===== config.mk =====
export PLATFORM = sky130hd
export DESIGN_NAME = imm_encoder
export DESIGN_NICKNAME = d
export VERILOG_FILES = /design/src/rtl/imm_encoder_pkg.sv /design/src/rtl/imm_skid_buffer.sv /design/src/rtl/imm_encoder.sv
export SDC_FILE = /design/constraint.sdc
export NUM_CORES = 1
export LEC_CHECK = 0
export CORE_MARGIN = 2
export CORE_UTILIZATION = 50
export DETAILED_ROUTE_END_ITERATION = 6
export HOLD_SLACK_MARGIN = 0.15
export PLACE_DENSITY = 0.85
export SLEW_MARGIN = 20
export SYNTH_ARGS = -nofsm -noshare
export SYNTH_HDL_FRONTEND = slang
export SYNTH_SLANG_ARGS = --single-unit

===== constraint.sdc =====
create_clock -name clk -period 6.5 [get_ports clk]
set_input_delay 1.3 -clock clk [delete_from_list [all_inputs] [get_ports clk]]
set_output_delay 1.3 -clock clk [all_outputs]
set_load 0.1 [all_outputs]

===== src/rtl/imm_encoder_pkg.sv =====
// imm_encoder_pkg: immediate-type encoding and width shared by imm_encoder and the Extender
package imm_encoder_pkg;
   localparam int XLEN = 32;
   typedef enum logic [1:0] {
      ITypeImm = 2'd0,
      STypeImm = 2'd1,
      BTypeImm = 2'd2,
      UTypeImm = 2'd3
   } imm_type_e;
endpackage


===== src/rtl/imm_skid_buffer.sv =====
// imm_skid_buffer: generic 2-entry valid/ready pipeline stage (output register + skid register)
// Ports: clk, rst (async, active-high); in_valid/in_ready/in_data upstream; out_valid/out_ready/out_data downstream.
// in_ready is registered and high exactly when the skid entry is empty.
module imm_skid_buffer #(
   parameter int W = 33
) (
   input  logic         clk,
   input  logic         rst,
   input  logic         in_valid,
   output logic         in_ready,
   input  logic [W-1:0] in_data,
   output logic         out_valid,
   input  logic         out_ready,
   output logic [W-1:0] out_data
);
   logic         skid_valid;
   logic [W-1:0] skid_data;
   logic         acc;
   logic         load;
   assign acc  = in_valid & in_ready;
   assign load = ~out_valid | out_ready;
   // A full skid forces in_ready low, so acc and skid_valid are never both set.
   always_ff @(posedge clk or posedge rst) begin
      if (rst) begin
         out_valid  <= 1'b0;
         out_data   <= '0;
         skid_valid <= 1'b0;
         skid_data  <= '0;
         in_ready   <= 1'b0;
      end else begin
         if (load) begin
            out_valid  <= skid_valid | acc;
            out_data   <= skid_valid ? skid_data : acc ? in_data : out_data;
            skid_valid <= 1'b0;
         end else if (acc) begin
            skid_valid <= 1'b1;
            skid_data  <= in_data;
         end
         in_ready <= load | ~(skid_valid | acc);
      end
   end
endmodule


===== src/rtl/imm_encoder.sv =====
// imm_encoder: inserts an immediate into the I/S/B/U fields of a template instruction (inverse of the Extender)
// Ports: clk, rst (async, active-high); in_valid/in_ready/in_inst/in_imm/in_imm_type upstream;
// out_valid/out_ready/out_inst/out_err downstream; enc_count counts accepted inputs.
// Macro IMM_ENCODER_RANGE_CHECK_EN enables the out_err range check; otherwise out_err is 0.
module imm_encoder #(
   parameter int XLEN  = 32,
   parameter int CNT_W = 16
) (
   input  logic             clk,
   input  logic             rst,
   input  logic             in_valid,
   output logic             in_ready,
   input  logic [XLEN-1:0]  in_inst,
   input  logic [XLEN-1:0]  in_imm,
   input  logic [1:0]       in_imm_type,
   output logic             out_valid,
   input  logic             out_ready,
   output logic [XLEN-1:0]  out_inst,
   output logic             out_err,
   output logic [CNT_W-1:0] enc_count
);
   import imm_encoder_pkg::*;
   function automatic logic [XLEN-1:0] encode(logic [XLEN-1:0] inst, logic [XLEN-1:0] imm, imm_type_e t);
      return t == ITypeImm ? {imm[11:0], inst[19:0]} :
             t == STypeImm ? {imm[11:5], inst[24:12], imm[4:0], inst[6:0]} :
             t == BTypeImm ? {imm[12], imm[10:5], inst[24:12], imm[4:1], imm[11], inst[6:0]} :
                             {imm[31:12], inst[11:0]};
   endfunction
   imm_type_e       t;
   logic            err;
   logic [XLEN-1:0] enc;
   logic [XLEN:0]   q;
   assign t   = imm_type_e'(in_imm_type);
   assign enc = encode(in_inst, in_imm, t);
`ifdef IMM_ENCODER_RANGE_CHECK_EN
   // Fits when the bits above the field's sign bit are a pure sign extension.
   assign err = t == UTypeImm ? |in_imm[11:0] :
                t == BTypeImm ? ~(&in_imm[31:12] | ~|in_imm[31:12]) | in_imm[0] :
                                ~(&in_imm[31:11] | ~|in_imm[31:11]);
`else
   assign err = 1'b0;
`endif
   imm_skid_buffer #(.W(XLEN + 1)) u_skid (
      .clk      (clk),
      .rst      (rst),
      .in_valid (in_valid),
      .in_ready (in_ready),
      .in_data  ({err, enc}),
      .out_valid(out_valid),
      .out_ready(out_ready),
      .out_data (q)
   );
   assign {out_err, out_inst} = q;
   always_ff @(posedge clk or posedge rst) begin
      if (rst) enc_count <= '0;
      else if (in_valid && in_ready) enc_count <= enc_count + 1'b1;
   end
endmodule


# --- After elaboration in Yosys (flattened, before gate mapping) ---
# Index checks and enable logic that the tools add are counted.
word_totals:
  ff_bits: 84
  elab_cells: 29
  output_inout_bits: 51
op_classes:
  bitwise: 7
  addsub: 1
  muxes: 7
  reduce_logical: 6
  n_eq_ne: 2
ops:
  columns: ["op", "count"]
  rows:
  - ["2-to-1 mux 32 bit", 3]
  - ["2-to-1 mux 33 bit", 2]
  - ["adder 16 x 1 -> 16 bit, second input constant", 1]
  - ["AND reduction 2 bit", 2]
  - ["nonzero test 2 bit", 2]
  - ["NOT 1 bit", 3]
  - ["bitwise OR 1 bit", 3]
  - ["== test 2 x 1 -> 1 bit, second input constant", 1]
  - ["== test 2 bit, second input constant", 1]
  - ["zero test 2 bit", 1]
  - ["2-to-1 mux 1 bit", 2]
  - ["AND 1 bit", 1]
  - ["logical AND 1 bit", 1]

# --- Depth between registers and ports, before layout ---
# Gate-level depths: netlist (run 1).
depth:
  ltp_word: 6
  depth_mapped: 7
  depth_no_buf: 5

# --- Modules after synthesis ---
# Synthesis (run 1) repeated with hierarchy kept, for this count alone.
hier_totals:
  hier_cells: 297
  area_unflattened_um2: 4415.5
modules_own_cells:
  columns: ["module", "cells_each", "area_each_um2", "n_inst", "seq_area_each_um2"]
  rows:
  - ["imm_skid_buffer", 187, 3285.7, 1, 1726.7]
  - ["imm_encoder", 110, 1129.8, 1, 400.4]

# --- Worst setup path after synthesis (run 1) ---
# OpenSTA, ideal clock, no wires.
synth_path:
  path_type: "input -> register"
  from: "in in_imm_type[0]"
  to: "reg u_skid.out_data[11]"
  setup_time_ns: 0.125
  slack_ns: 4.117
  path_buffers: 1
  cell_stages: 5
  required_time_ns: 6.375
  arrival_ns: 2.258
  cell_sequence: "buf_4 -> xnor2_2 -> mux2i_1 -> o21ai_1 -> mux2_2"
synth_via:
  elab_chain_cells: 6
synth_lines:
  columns: ["element", "line_no", "rtl"]
  rows:
  - ["start: declaration", "imm_encoder.sv:15", "input logic [1:0] in_imm_type,"]
  - ["== test 2 bit", "imm_encoder.sv:26", "t == BTypeImm ? {imm[12], imm[10:5], inst[24:12], imm[4:1], imm[11], inst[6:0]} :"]
  - ["2-to-1 mux 32 bit", "imm_encoder.sv:26", null]
  - ["2-to-1 mux 32 bit", "imm_encoder.sv:25", "t == STypeImm ? {imm[11:5], inst[24:12], imm[4:0], inst[6:0]} :"]
  - ["2-to-1 mux 32 bit *", "imm_encoder.sv:24", "return t == ITypeImm ? {imm[11:0], inst[19:0]} :"]
  - ["2-to-1 mux 33 bit * (2 in series)", "imm_skid_buffer.sv:33", "out_data <= skid_valid ? skid_data : acc ? in_data : out_data;"]
  - ["end signal: assignment", "imm_skid_buffer.sv:33", null]
  - ["end: declaration", "imm_skid_buffer.sv:14", "output logic [W-1:0] out_data"]
# Every way passes the cells marked *; elsewhere a longest branch is shown, timed or not. The select of a mux whose other input is x is not followed.
# A chain may end at the register's enable or synchronous reset.

# --- Worst setup path after layout (run 1) ---
layout_path:
  from: "reg enc_count[8]"
  to: "out enc_count[8]"
layout_rtl:
  columns: ["element", "line_no", "rtl"]
  rows:
  - ["start: declaration", "imm_encoder.sv:20", "output logic [CNT_W-1:0] enc_count"]
  - ["start signal: assignment", "imm_encoder.sv:56", "else if (in_valid && in_ready) enc_count <= enc_count + 1'b1;"]
# No word-level cell between the ends.

==> results of run 1 <==
## synth_stat cells (all sizes together)
cell and instances:
a21oi 13, and2 1, and3 2, and4 1, buf 18, clkbuf 5, conb 1, dfrtp 83
ha 1, inv 3, mux2 33, mux2i 32, nand2 64, nand2b 1, nand3 5, nand4 5
nor2 10, nor2b 1, nor3 2, o211ai 7, o21a 1, o21ai 57, xnor2 11, xor2 5
## per-stage QoR
step / instances / power, mW
2_1_floorplan: 362 / 1.57
3_3_place_gp: 555 / 1.83
3_5_place_dp: 555 / 1.86
4_1_cts: 571 / 2.22
5_1_grt: 571 / 2.31
6_report: 571 / 2.21
## cells by family (layout without fill, tap and decap cells)
kind of cell | Yosys count | count (layout) | synth area share
AOI/OAI and AO/OA | 78 | 78 | 0.107
xor gates and xnor gates | 16 | 16 | 0.0380
adders and majority gates | 1 | 1 | 0.00322
buffers and inverters | 26 | 133 | 0.0354
DFF | 83 | 83 | 0.534
muxes | 65 | 65 | 0.178
other | 1 | 1 | 0.000964
and+or+nand+nor | 92 | 92 | 0.104
## power by group
| part | total, mW | leakage, nW | switching [mW] | internal (mW) |
|---|---|---|---|---|
| registers | 0.756 | 1.02 | 0.101 | 0.655 |
| clock network | 0.368 | 0.0998 | 0.188 | 0.180 |
| logic | 1.08 | 1.14 | 0.798 | 0.287 |
| total | 2.21 | 2.26 | 1.09 | 1.12 |
## flip-flops by register name, summed over array words and instances (netlist names)
signal	cells
u_skid.out_data	32
u_skid.skid_data	32
enc_count	16
u_skid.in_ready	1
u_skid.out_valid	1
u_skid.skid_valid	1
## how the worst max path moves through the flow
stage                                      to           start  cells after the start
after global placement    u_skid.out_data[15]  in_imm_type[0]                      5
after floorplan                  enc_count[0]             rst                      1
after global routing             enc_count[8]    enc_count[8]                      1
final                            enc_count[8]    enc_count[8]                      1
after detailed placement  u_skid.out_data[28]  in_imm_type[1]                      5
after CTS                        enc_count[8]    enc_count[8]                      1
## routing by layer
layer  up-vias  GRT usage
met5         -          0
met4         0     0.0746
met2        67      0.366
met1      1469      0.281
li1       1457          -
met3         6     0.0378
## area by class of cell
cell class,count,area (µm²)
inverters,3,12.5
fillers,600,2410
flip-flops and latches,83,2080
clock inverters,7,77.6
clock buffers,9,124
multi-input cells,253,1680
well taps,102,128
repair buffers,114,1140
==> flow_results.org, run 1 <==
** Drt
- DRC violation count after routing :: 0
- In the detailed route, the total length drawn on met2 is 4410 µm.
- Routed length on met3 :: 370 µm
- Uppermost signal routing layer after detailed routing :: met4
- Post-DR wirelength/cell :: 15.3 µm
- Before antenna repair, the detailed router went through 4 iterations.
- For this block, the initial DRC count from the detailed router was 105.
- After detailed routing, the wire length on met1 is 3860 µm.
- Antenna Violating Nets Remaining :: 0
- After detailed routing, the number of vias per cell comes to 5.25.
- Routed wire length :: 8720 µm
- The detailed router placed 2999 vias in this run.

** Critical path
- Reg2reg setup slack :: 4150 ps
- STA puts the critical path data arrival time at 1960 ps.
- Peak fanout along the critical path :: 6
- The worst register-to-register path ends at u_skid.out_data[13].
- Critical path buffer and inverter count :: 1
- By startpoint and endpoint, the worst setup path is classified as register to output port.
- The signal on the critical path passes through clkdlybuf4s50_1.
- Data on the critical path is required at its endpoint by 5200 ps.
- Dominant delay contributor by cell family on the critical path :: buffers and inverters
- Reg2Reg Depth :: 3
- The largest single stage delay on the critical path is 1170 ps.
- For this design, the slowest cell found on the critical path is clkdlybuf4s50_1.
- Worst setup SP type :: register
- Worst R2R Start :: u_skid.skid_valid
- STA classifies the critical path endpoint as an output port.

** Floorplan
- Overall die width :: 92.2 µm
- Floorplan die area :: 8500 µm²
- Number of top-level pins :: 121
- The initial utilization of the core area, before any placement, comes to 0.509.
- The core region is 7650 µm².
- After floorplanning, the core was divided into 32 placement rows.
- Vert. Die Dim :: 92.2 µm

** GRT
- Antenna violations before repair :: 0
- Wire length of the first global-routing pass :: 14600 µm
- Residual overflow from global routing :: 0
- Entering global routing, the biggest net connects 84 pins.
- Via count of the first global-routing pass :: 3099
- GRT Util Overall :: 0.216

** Cells and area
- Layout area overhead :: 34.7%
- Fin area :: 5240 µm²
- Once layout is complete, the utilization of the core stands at 0.685.
- The net count of the finished layout is 535.
- Of the cells placed in the final design, the portion with a size suffix greater than 1 is 0.126.
- Diode count :: 0
- Most frequent standard cell in the layout excluding fill and tap cells :: clkdlybuf4s50_1
- In the layout the commonest cells are clkdlybuf4s50_1 (112), dfrtp_1 (82), nand2_1 (62).

** Placed design
- Instance area at placement :: 5030 µm²
- Timing analysis after detailed placement gives a worst setup slack of 2960 ps.
- Detailed placement finished with a half-perimeter wire length of 6070 µm.
- Routability Congestion :: 0.831
- The count of buffers added on input and output ports is 112.

** Timing
- Static timing analysis puts the maximum clock frequency at 307 MHz.
- Setup slack closes at 3240 ps.
- Number of hold-slack violations in the final timing report :: 0
- Final period util :: 0.501
- Adding up every negative setup slack in the final design gives 0 ps.
- Worst-case hold slack :: 483 ps
- Setup violations remaining at the end of the flow were counted as 0.
- At the pin with the least slew margin, the transition time is 1020 ps.
- The worst path needs 3260 ps of the cycle, external delays included.
- Layout Skew :: 11.8 ps
- Final Max Tran Viols :: 0
- Setup repair after global routing left no endpoint under its margin.
- Worst max-slew margin expressed relative to the limit :: 0.318

** Logic synthesis
- Share of the yosys chip area belonging to registers :: 0.534
- After synthesis, the netlist uses 33 different library cells.
- Synthesis produced 362 cells.
- Post-synthesis area per instance :: 10.7 µm²
- dfrtp_1 takes more of the synthesized area than any other cell.
- The number of nets handed over by synthesis was 433.
- Area share of the largest cell type after synthesis :: 0.534
- Syn Std Cell Area :: 3890 µm²
- Synth Warn # :: 0
- Counting flops and latches in the post-synthesis netlist gives 83.
- By area the synthesized netlist is led by dfrtp_1 (53%), mux2_2 (9.6%), mux2i_1 (8.2%).

** CTS
- Clock root buffer master :: clkbuf_8
- Post-CTS repair changed the size of 0 cells.
- TritonCTS built the clock tree.
- Clock Pin Slew Worst Setup and Hold Paths :: 90 ps
- Post-CTS setup buffer count :: 0
- The number of clock buffers added by TritonCTS is 9.
- CTS built an H-tree with a depth of 3.
- The longest clock path from root to sink contains 2 buffers.
- Number of hold buffers added after cts :: 0
- The tree built by TritonCTS fans out to 83 sinks.
- The clock reaches the later pin of the worst-skew pair after 340 ps.

** Min path
- HP Start :: u_skid.skid_data[26]
- The worst hold path passes through 2 cells.
- For hold timing, the worst endpoint is u_skid.skid_data[26].
- The worst hold path belongs to the class register to register.

** Power and ir drop
- Power per unit of standard cell area :: 422 nW/µm²
- The worst-case IR drop observed on VDD is 212 µV.
- For this design the static power due to leakage is 2.26 nW.

** Flow run
- Max-cap violations in this run came to 0.

** Run status
- Result of the run :: finished, final reports clean
No activity file was read; power rests on OpenSTA's default activity.
==> run 2, diff against run 1 <==
--- a/config.mk
+++ b/config.mk
@@ -6,10 +6,10 @@
 export NUM_CORES = 1
 export LEC_CHECK = 0
 export CORE_MARGIN = 2
-export CORE_UTILIZATION = 50
+export CORE_UTILIZATION = 47
 export DETAILED_ROUTE_END_ITERATION = 6
 export HOLD_SLACK_MARGIN = 0.15
-export PLACE_DENSITY = 0.85
+export PLACE_DENSITY = 0.81
 export SLEW_MARGIN = 20
 export SYNTH_ARGS = -nofsm -noshare
 export SYNTH_HDL_FRONTEND = slang
==> constraint.sdc (replaced) <==
create_clock -name clk -period 3.4 [get_ports clk]
set_input_delay 0.68 -clock clk [delete_from_list [all_inputs] [get_ports clk]]
set_output_delay 0.68 -clock clk [all_outputs]
set_load 0.1 [all_outputs]
==> run 2 against run 1 <==
Net effect:
- final cell count increased by 1.2%
- critical path depth unchanged
- hold slack improved by 1.3 ps
- global-route usage decreased by 2.5 points
- via count shrank 0.57%
- worst setup slack got worse by 2400 ps
- clock power is 110% higher
- sequential share of layout area rose by 0.067 points
- non-clock buffer count rose by 4
- die area is 6.1% higher
- critical path type unchanged
- largest power group unchanged
- highest routed layer unchanged
==> flow_results.org, run 2 (same netlist as run 1, synthesis figures left out) <==
** Timing
- Layout Skew :: 13.0 ps (+1.20 ps)
- Final critical-path required period :: 2540 ps
- Of the available clock period, the critical path in the final layout requires 0.746.
- The worst slew slack as a fraction of its limit came to 0.340 (+0.0224).
- Sum of negative setup slack :: 0 ps (unchanged)
- The hold slack was 484 ps (+1.30 ps).
- The number of hold violations in the final report was 0 (unchanged).
- Setup repair after global routing left no endpoint under its margin.
- Peak Freq :: 394 MHz
- Pin slew with the least headroom to its limit :: 987 ps (-36.7 ps)
- Final Max Tran Viols :: 0 (unchanged)
- The final-report setup violation count came to 0 (unchanged).

** Drt
- The post-detailed-routing wire length came to 8530 µm (-2.1%).
- The post-detailed-route count of antenna-violating nets came to 0 (unchanged).
- DRC violation count after routing :: 0 (unchanged)
- Iter 0 DRT Violations :: 85 (-19%)
- Post-DR wirelength/cell :: 14.8 µm (-3.3%)
- Total via count after detailed routing :: 2982 (-0.57%)
- Routed via count divided by cell count :: 5.16 (-1.8%)
- The detailed-router iteration count before antenna repair is 4 (unchanged).

** Critical path
- Worst setup SP type :: register
- Arrival time of data at the critical path endpoint :: 1860 ps (-100 ps)
- The slowest stage of the critical path is the clkdlybuf4s50_1 cell.
- Peak fanout along the critical path :: 2 (-4)
- Critical path buffer and inverter count :: 1 (unchanged)
- The data required time of the critical path is 2720 ps (-2480 ps).
- The stage delay of the slowest cell on the critical path is 1140 ps (-30 ps).
- Worst setup path category :: register to output port
- STA classifies the critical path endpoint as an output port.
- The critical path goes through clkdlybuf4s50_1.
- Dominant delay contributor by cell family on the critical path :: buffers and inverters

** Cells and area
- The total inserted antenna cells was 0 (unchanged).
- Share of final-layout standard cells stronger than drive strength 1 :: 0.195 (+0.0687)
- The post-layout utilization of the core was 0.643 (-0.0420).
- The area of the multi-input gates is 1680 µm² (unchanged).
- Fill cell total of the finished layout :: 655 (+9.2%)
- Footprint of the flip-flops and latches :: 2080 µm² (unchanged)
- Layout area overhead :: 34.4%
- The number of nets in the final layout came to 539 (+0.75%).
- The number of standard cells in the layout, taps in and fillers out is 578 (+1.2%).
- Leading cell types in the layout, fill and taps excluded :: dfrtp_1 (82), clkdlybuf4s50_1 (82), nand2_1 (62)
- In the final layout, the registers with the most flip-flops are u_skid.out_data (32), u_skid.skid_data (32), enc_count (16).

** CTS
- Number of buffers added by the clock tree synthesis step :: 9 (unchanged)
- The number of gates resized after cts came to 0 (unchanged).
- Clock network latency to the later pin of the worst-skew pair :: 350 ps (about the same)
- The clock-pin slew reported for the worst setup and hold paths after clock tree synthesis came to 90 ps (about the same).
- Total number of H-tree levels :: 3 (unchanged)
- TritonCTS built the clock tree.
- The number of clock sinks seen by CTS came to 83 (unchanged).
- Number of hold buffers added after cts :: 0 (unchanged)
- The number of buffers between clock root and the deepest sink was 2 (unchanged).
- The post-CTS repair timing setup buffer count came to 0 (unchanged).
- Clock root buffer master :: clkbuf_8

** Floorplan
- Initial standard-cell utilization of the core :: 0.478 (-0.0304)
- Number of core rows :: 33 (+3.1%)
- Number of top-level pins :: 121 (unchanged)
- Overall die width :: 95.0 µm (+3.0%)
- The overall die area was 9020 µm² (+6.1%).
- Core area :: 8130 µm² (+6.4%)
- The vertical extent of the die is 95.0 µm (+3.0%).

** Flow run
- The number of max-capacitance violations reported came to 0 (unchanged).

** Power and ir drop
- The power per unit of standard cell area is 819 nW/µm² (+94%).
- Worst-case vdd ir drop :: 547 µV (+160%)
- The cell leakage power came to 2.33 nW (+3.0%).

** Placed design
- The weighted congestion reported at the end of routability-driven placement was 0.774 (-6.9%).
- Port-buffer cells :: 112 (unchanged)
- The HPWL reported at the end of detailed placement came to 6090 µm (+0.27%).
- The number of placed cells counting well taps came to 562 (+1.3%).

** GRT
- GRT Util Overall :: 0.192 (-0.0246)
- Largest net degree at the start of global routing :: 54 (-36%)
- The initial antenna violation count came to 0 (unchanged).
- The number of global-route vias before repair was 2908 (-6.2%).
- The global-route wire length before repair is 13400 µm (-8.2%).
- Residual overflow from global routing :: 0 (unchanged)

** Min path
- The tightest min-delay check is of the register to register type.

** Run status
- The run finished with clean final reports.
==> run 2: through the flow <==
stage / worst slack (ps) / area (µm²) / power, mW
2_1_floorplan: 583 / 3890 / 3.01
3_3_place_gp: 704 / 5000 / 3.48
3_5_place_dp: 670 / 5000 / 3.52
4_1_cts: 838 / 5230 / 4.31
5_1_grt: 803 / 5230 / 4.46
6_report: 863 / 5230 / 4.28
==> run 2: path summary, 6_finish.rpt <==
check	from	endpoint	slack (ps)	cells after the start
min in group asynchronous	rst	enc_count[14]	750	2
setup reg to reg	u_skid.in_ready	u_skid.skid_data[25]	1480	5
hold / removal	u_skid.out_data[2]	u_skid.out_data[2]	480	2
setup / recovery	u_skid.out_data[1]	out_inst[1]	860	1
hold reg to reg	u_skid.out_data[2]	u_skid.out_data[2]	480	2
max in group asynchronous	rst	u_skid.out_data[8]	1980	3
==> run 2: cell type report <==
cell class	count	area share
repair buffers	118	0.211
multi-input cells	253	0.321
clock buffers	11	0.0270
well taps	105	0.0251
clock inverters	5	0.0160
inverters	3	0.00239
flip-flops and latches	83	0.398
==> run 2: metal layers <==
layer / wire length [µm] / track usage / up-vias
met2: 4330 / 0.329 / 69
met3: 378 / 0.0367 / 12
met1: 3710 / 0.240 / 1438
li1: - / - / 1463
met4: 114 / 0.0713 / 0
met5: 0 / 0 / -
==> run 2: report_power, final <==
part / leakage, nW / total (mW) / switching (mW) / internal (mW)
clock network: 0.106 / 0.790 / 0.353 / 0.437
registers: 1.02 / 1.43 / 0.178 / 1.25
logic: 1.21 / 2.06 / 1.54 / 0.521
total: 2.33 / 4.28 / 2.07 / 2.21
==> run 3, diff against run 2 <==
==> constraint.sdc (replaced) <==
create_clock -name clk -period 2.35 [get_ports clk]
set_input_delay 0.47 -clock clk [delete_from_list [all_inputs] [get_ports clk]]
set_output_delay 0.47 -clock clk [all_outputs]
set_load 0.1 [all_outputs]
==> run 3 against run 2 <==
Net effect:
- clock-buffer cell count shrank 1
- highest routed layer unchanged
- largest cell class unchanged
- non-clock buffer count grew 3
- core utilization shrank 0.48 points
- critical path depth grew 4
- worst setup slack lost 390 ps
==> flow_results.org, run 3 (same netlist as run 1, synthesis figures left out) <==
** Power and ir drop
- Logic gate share of total power :: 0.493 (+0.012)
- The cell leakage power was 2.35 nW (+0.89%).
- Worst-case vdd ir drop :: 747 µV (+37%)
- The power per unit of standard cell area came to 1150 nW/µm² (+41%).
- The relative contribution of sequential cells to total power is 0.347 (+0.012).
- Design internal power :: 2.96 mW (+34%)
- Net Sw Frac :: 0.505 (+0.0214)
- Pwr Total :: 5.98 mW (+40%)
- The switching power summed over all nets came to 3.02 mW (+46%).
- The clock network power share came to 0.160 (-0.025).

** GRT
- The total congestion overflow after global routing was 0 (unchanged).
- Antenna violations before repair :: 0 (unchanged)
- The all-layer global routing usage is 0.192 (+0.000453).
- Wire length of the first global-routing pass :: 13400 µm (-0.15%)
- Via count of the first global-routing pass :: 2857 (-1.8%)
- Largest net degree at the start of global routing :: 51 (-5.6%)

** CTS
- Clock network latency to the later pin of the worst-skew pair :: 340 ps (about the same)
- CTS tree :: yes
- Clock Pin Slew Worst Setup and Hold Paths :: 90 ps (about the same)
- Number of buffers added by the clock tree synthesis step :: 9 (unchanged)
- Post-CTS setup buffer count :: 0 (unchanged)
- The number of H-tree branching levels was 3 (unchanged).
- CTS placed an instance of clkbuf_8 at the clock tree root.
- The number of clock sinks seen by CTS is 83 (unchanged).
- The number of buffers inserted by hold repair at cts came to 0 (unchanged).
- Number of cells upsized or downsized after cts :: 0 (unchanged)
- The number of buffers between clock root and the deepest sink came to 2 (unchanged).

** Critical path
- STA classifies the critical path startpoint as an input port.
- The data arrival time at the worst-slack endpoint came to 2100 ps (+240 ps).
- The data required time of the critical path is 2580 ps (-140 ps).
- Worst setup path category :: input port to register
- Kind of capture point of the worst setup path :: register
- The maximum net fanout on the critical path is 4 (+2).

** Flow run
- The number of max-capacitance violations reported came to 0 (unchanged).

** Cells and area
- Registers with the most flip-flops :: u_skid.out_data (32), u_skid.skid_data (32), enc_count (16)
- Diode count :: 0 (unchanged)
- Total number of nets in the final design :: 542 (+0.56%)
- Leading cell types in the layout, fill and taps excluded :: dfrtp_1 (82), nand2_1 (62), clkdlybuf4s50_1 (62)
- The number of fillers in the final layout is 670 (+2.3%).
- From synthesis to final layout, the design area changed by 33.4%.
- Most frequent standard cell in the layout excluding fill and tap cells :: dfrtp_1
- The post-layout utilization of the core came to 0.638 (-0.00477).
- The layout cell share with drive strength beyond 1 came to 0.244 (+0.0492).

** Floorplan
- The initial core utilization came to 0.478 (unchanged).
- Floorplan die area :: 9020 µm² (unchanged)
- Number of core rows :: 33 (unchanged)
- Number of top-level pins :: 121 (unchanged)
- Vert. Die Dim :: 95.0 µm (unchanged)
- The horizontal die dimension came to 95.0 µm (unchanged).
- Core area :: 8130 µm² (unchanged)

** Timing
- Pin slew with the least headroom to its limit :: 512 ps (-474 ps)
- Based on the critical path, the design can be clocked at up to 533 MHz.
- Layout Skew :: 10.9 ps (-2.17 ps)
- Of the available clock period, the critical path in the final layout requires 0.799.
- Setup repair after global routing left no endpoint under its margin.
- Final setup fails :: 0 (unchanged)
- The final count of pins violating max slew was 0 (unchanged).
- The setup slack of the critical path after layout is 472 ps (-391 ps).
- The final total negative setup slack was 0 ps (unchanged).
- The number of hold violations in the final report came to 0 (unchanged).
- Final critical-path required period :: 1880 ps
- The worst slew slack as a fraction of its limit came to 0.656 (+0.316).

** Drt
- Routed via count divided by cell count :: 5.23 (+1.3%)
- The vias after detailed routing was 3037 (+1.8%).
- DRC violation count after routing :: 0 (unchanged)
- Post-DR wirelength/cell :: 14.6 µm (-0.92%)
- The DRC marker count from the first detailed-route iteration came to 94 (+11%).
- The post-detailed-routing wire length came to 8500 µm (-0.41%).
- Antenna Violating Nets Remaining :: 0 (unchanged)
- Detailed-routing iteration count for the pre-antenna-repair pass :: 5 (+1)

** Min path
- The path class of the tightest hold or removal check is input port to async pin.

** Placed design
- Setup slack at placement :: 139 ps (-531 ps)
- The HPWL reported at the end of detailed placement was 6130 µm (+0.66%).
- Port-buffer cells :: 112 (unchanged)
- Routability Congestion :: 0.832 (+7.5%)

** Run status
- Result of the run :: finished, final reports clean
[run 3: cell count changes in the layout (fill, tap and decap cells not counted)]
cell,before,now
buf_12,1,3
buf_4,35,56
bufinv_16,2,0
clkbuf_1,1,0
clkdlybuf4s50_1,82,62
clkinv_2,1,0
clkinv_4,0,2
clkinvlp_4,2,4
[run 3: layout make-up]
type,count,area [µm²],area share
Clock buffer,10,138,0.0265
Tap cell,105,131,0.0253
Timing Repair Buffer,121,1100,0.212
Clock inverter,6,48.8,0.00940
Inverter,3,15.0,0.00289
Multi-Input combinational cell,253,1680,0.323
Sequential cell,83,2080,0.401
[run 3: per-stage QoR]
step | area [µm²] | hold WS [ps] | cells
global placement | 5000 | 461 | 565
global route | 5190 | 433 | 581
finish | 5190 | 428 | 581
CTS | 5190 | 422 | 581
floorplan | 3890 | 450 | 362
detailed placement | 5000 | 472 | 565
[run 3: final timing paths]
check / start / slack [ps] / depth (start not counted) / endpoint
max: in_imm_type[1] / 470 / 5 / u_skid.out_data[10]
min: rst / 430 / 2 / u_skid.skid_data[13]
max reg2reg: enc_count[2] / 740 / 4 / enc_count[15]
min reg2reg: u_skid.skid_data[18] / 480 / 2 / u_skid.skid_data[18]
max in group asynchronous: rst / 1320 / 3 / u_skid.out_data[24]
min in group clk: u_skid.skid_data[18] / 480 / 2 / u_skid.skid_data[18]
[run 3: power by group through the flow]
stage	registers (mW)	clock network (mW)	logic, mW
3_5_place_dp	2.10	0	2.97
6_report	2.07	0.955	2.95
5_1_grt	2.13	1.05	3.07
2_1_floorplan	3.76	0	0.599
4_1_cts	2.07	0.982	2.97
3_3_place_gp	2.08	0	2.93
[run 3: worst max-delay path, cell delays in order]
cell and delay (ps):
clkdlybuf4s50_1 540, xnor2_2 370, mux2i_1 330, o21ai_1 100, mux2_2 280
[run 3: metal layers]
metal / up-vias / part of all wire / global-route usage
met2: 86 / 0.51 / 0.339
met4: 0 / 0.011 / 0.0616
met3: 8 / 0.044 / 0.0327
met1: 1469 / 0.44 / 0.239
li1: 1474 / - / -
met5: - / 0 / 0
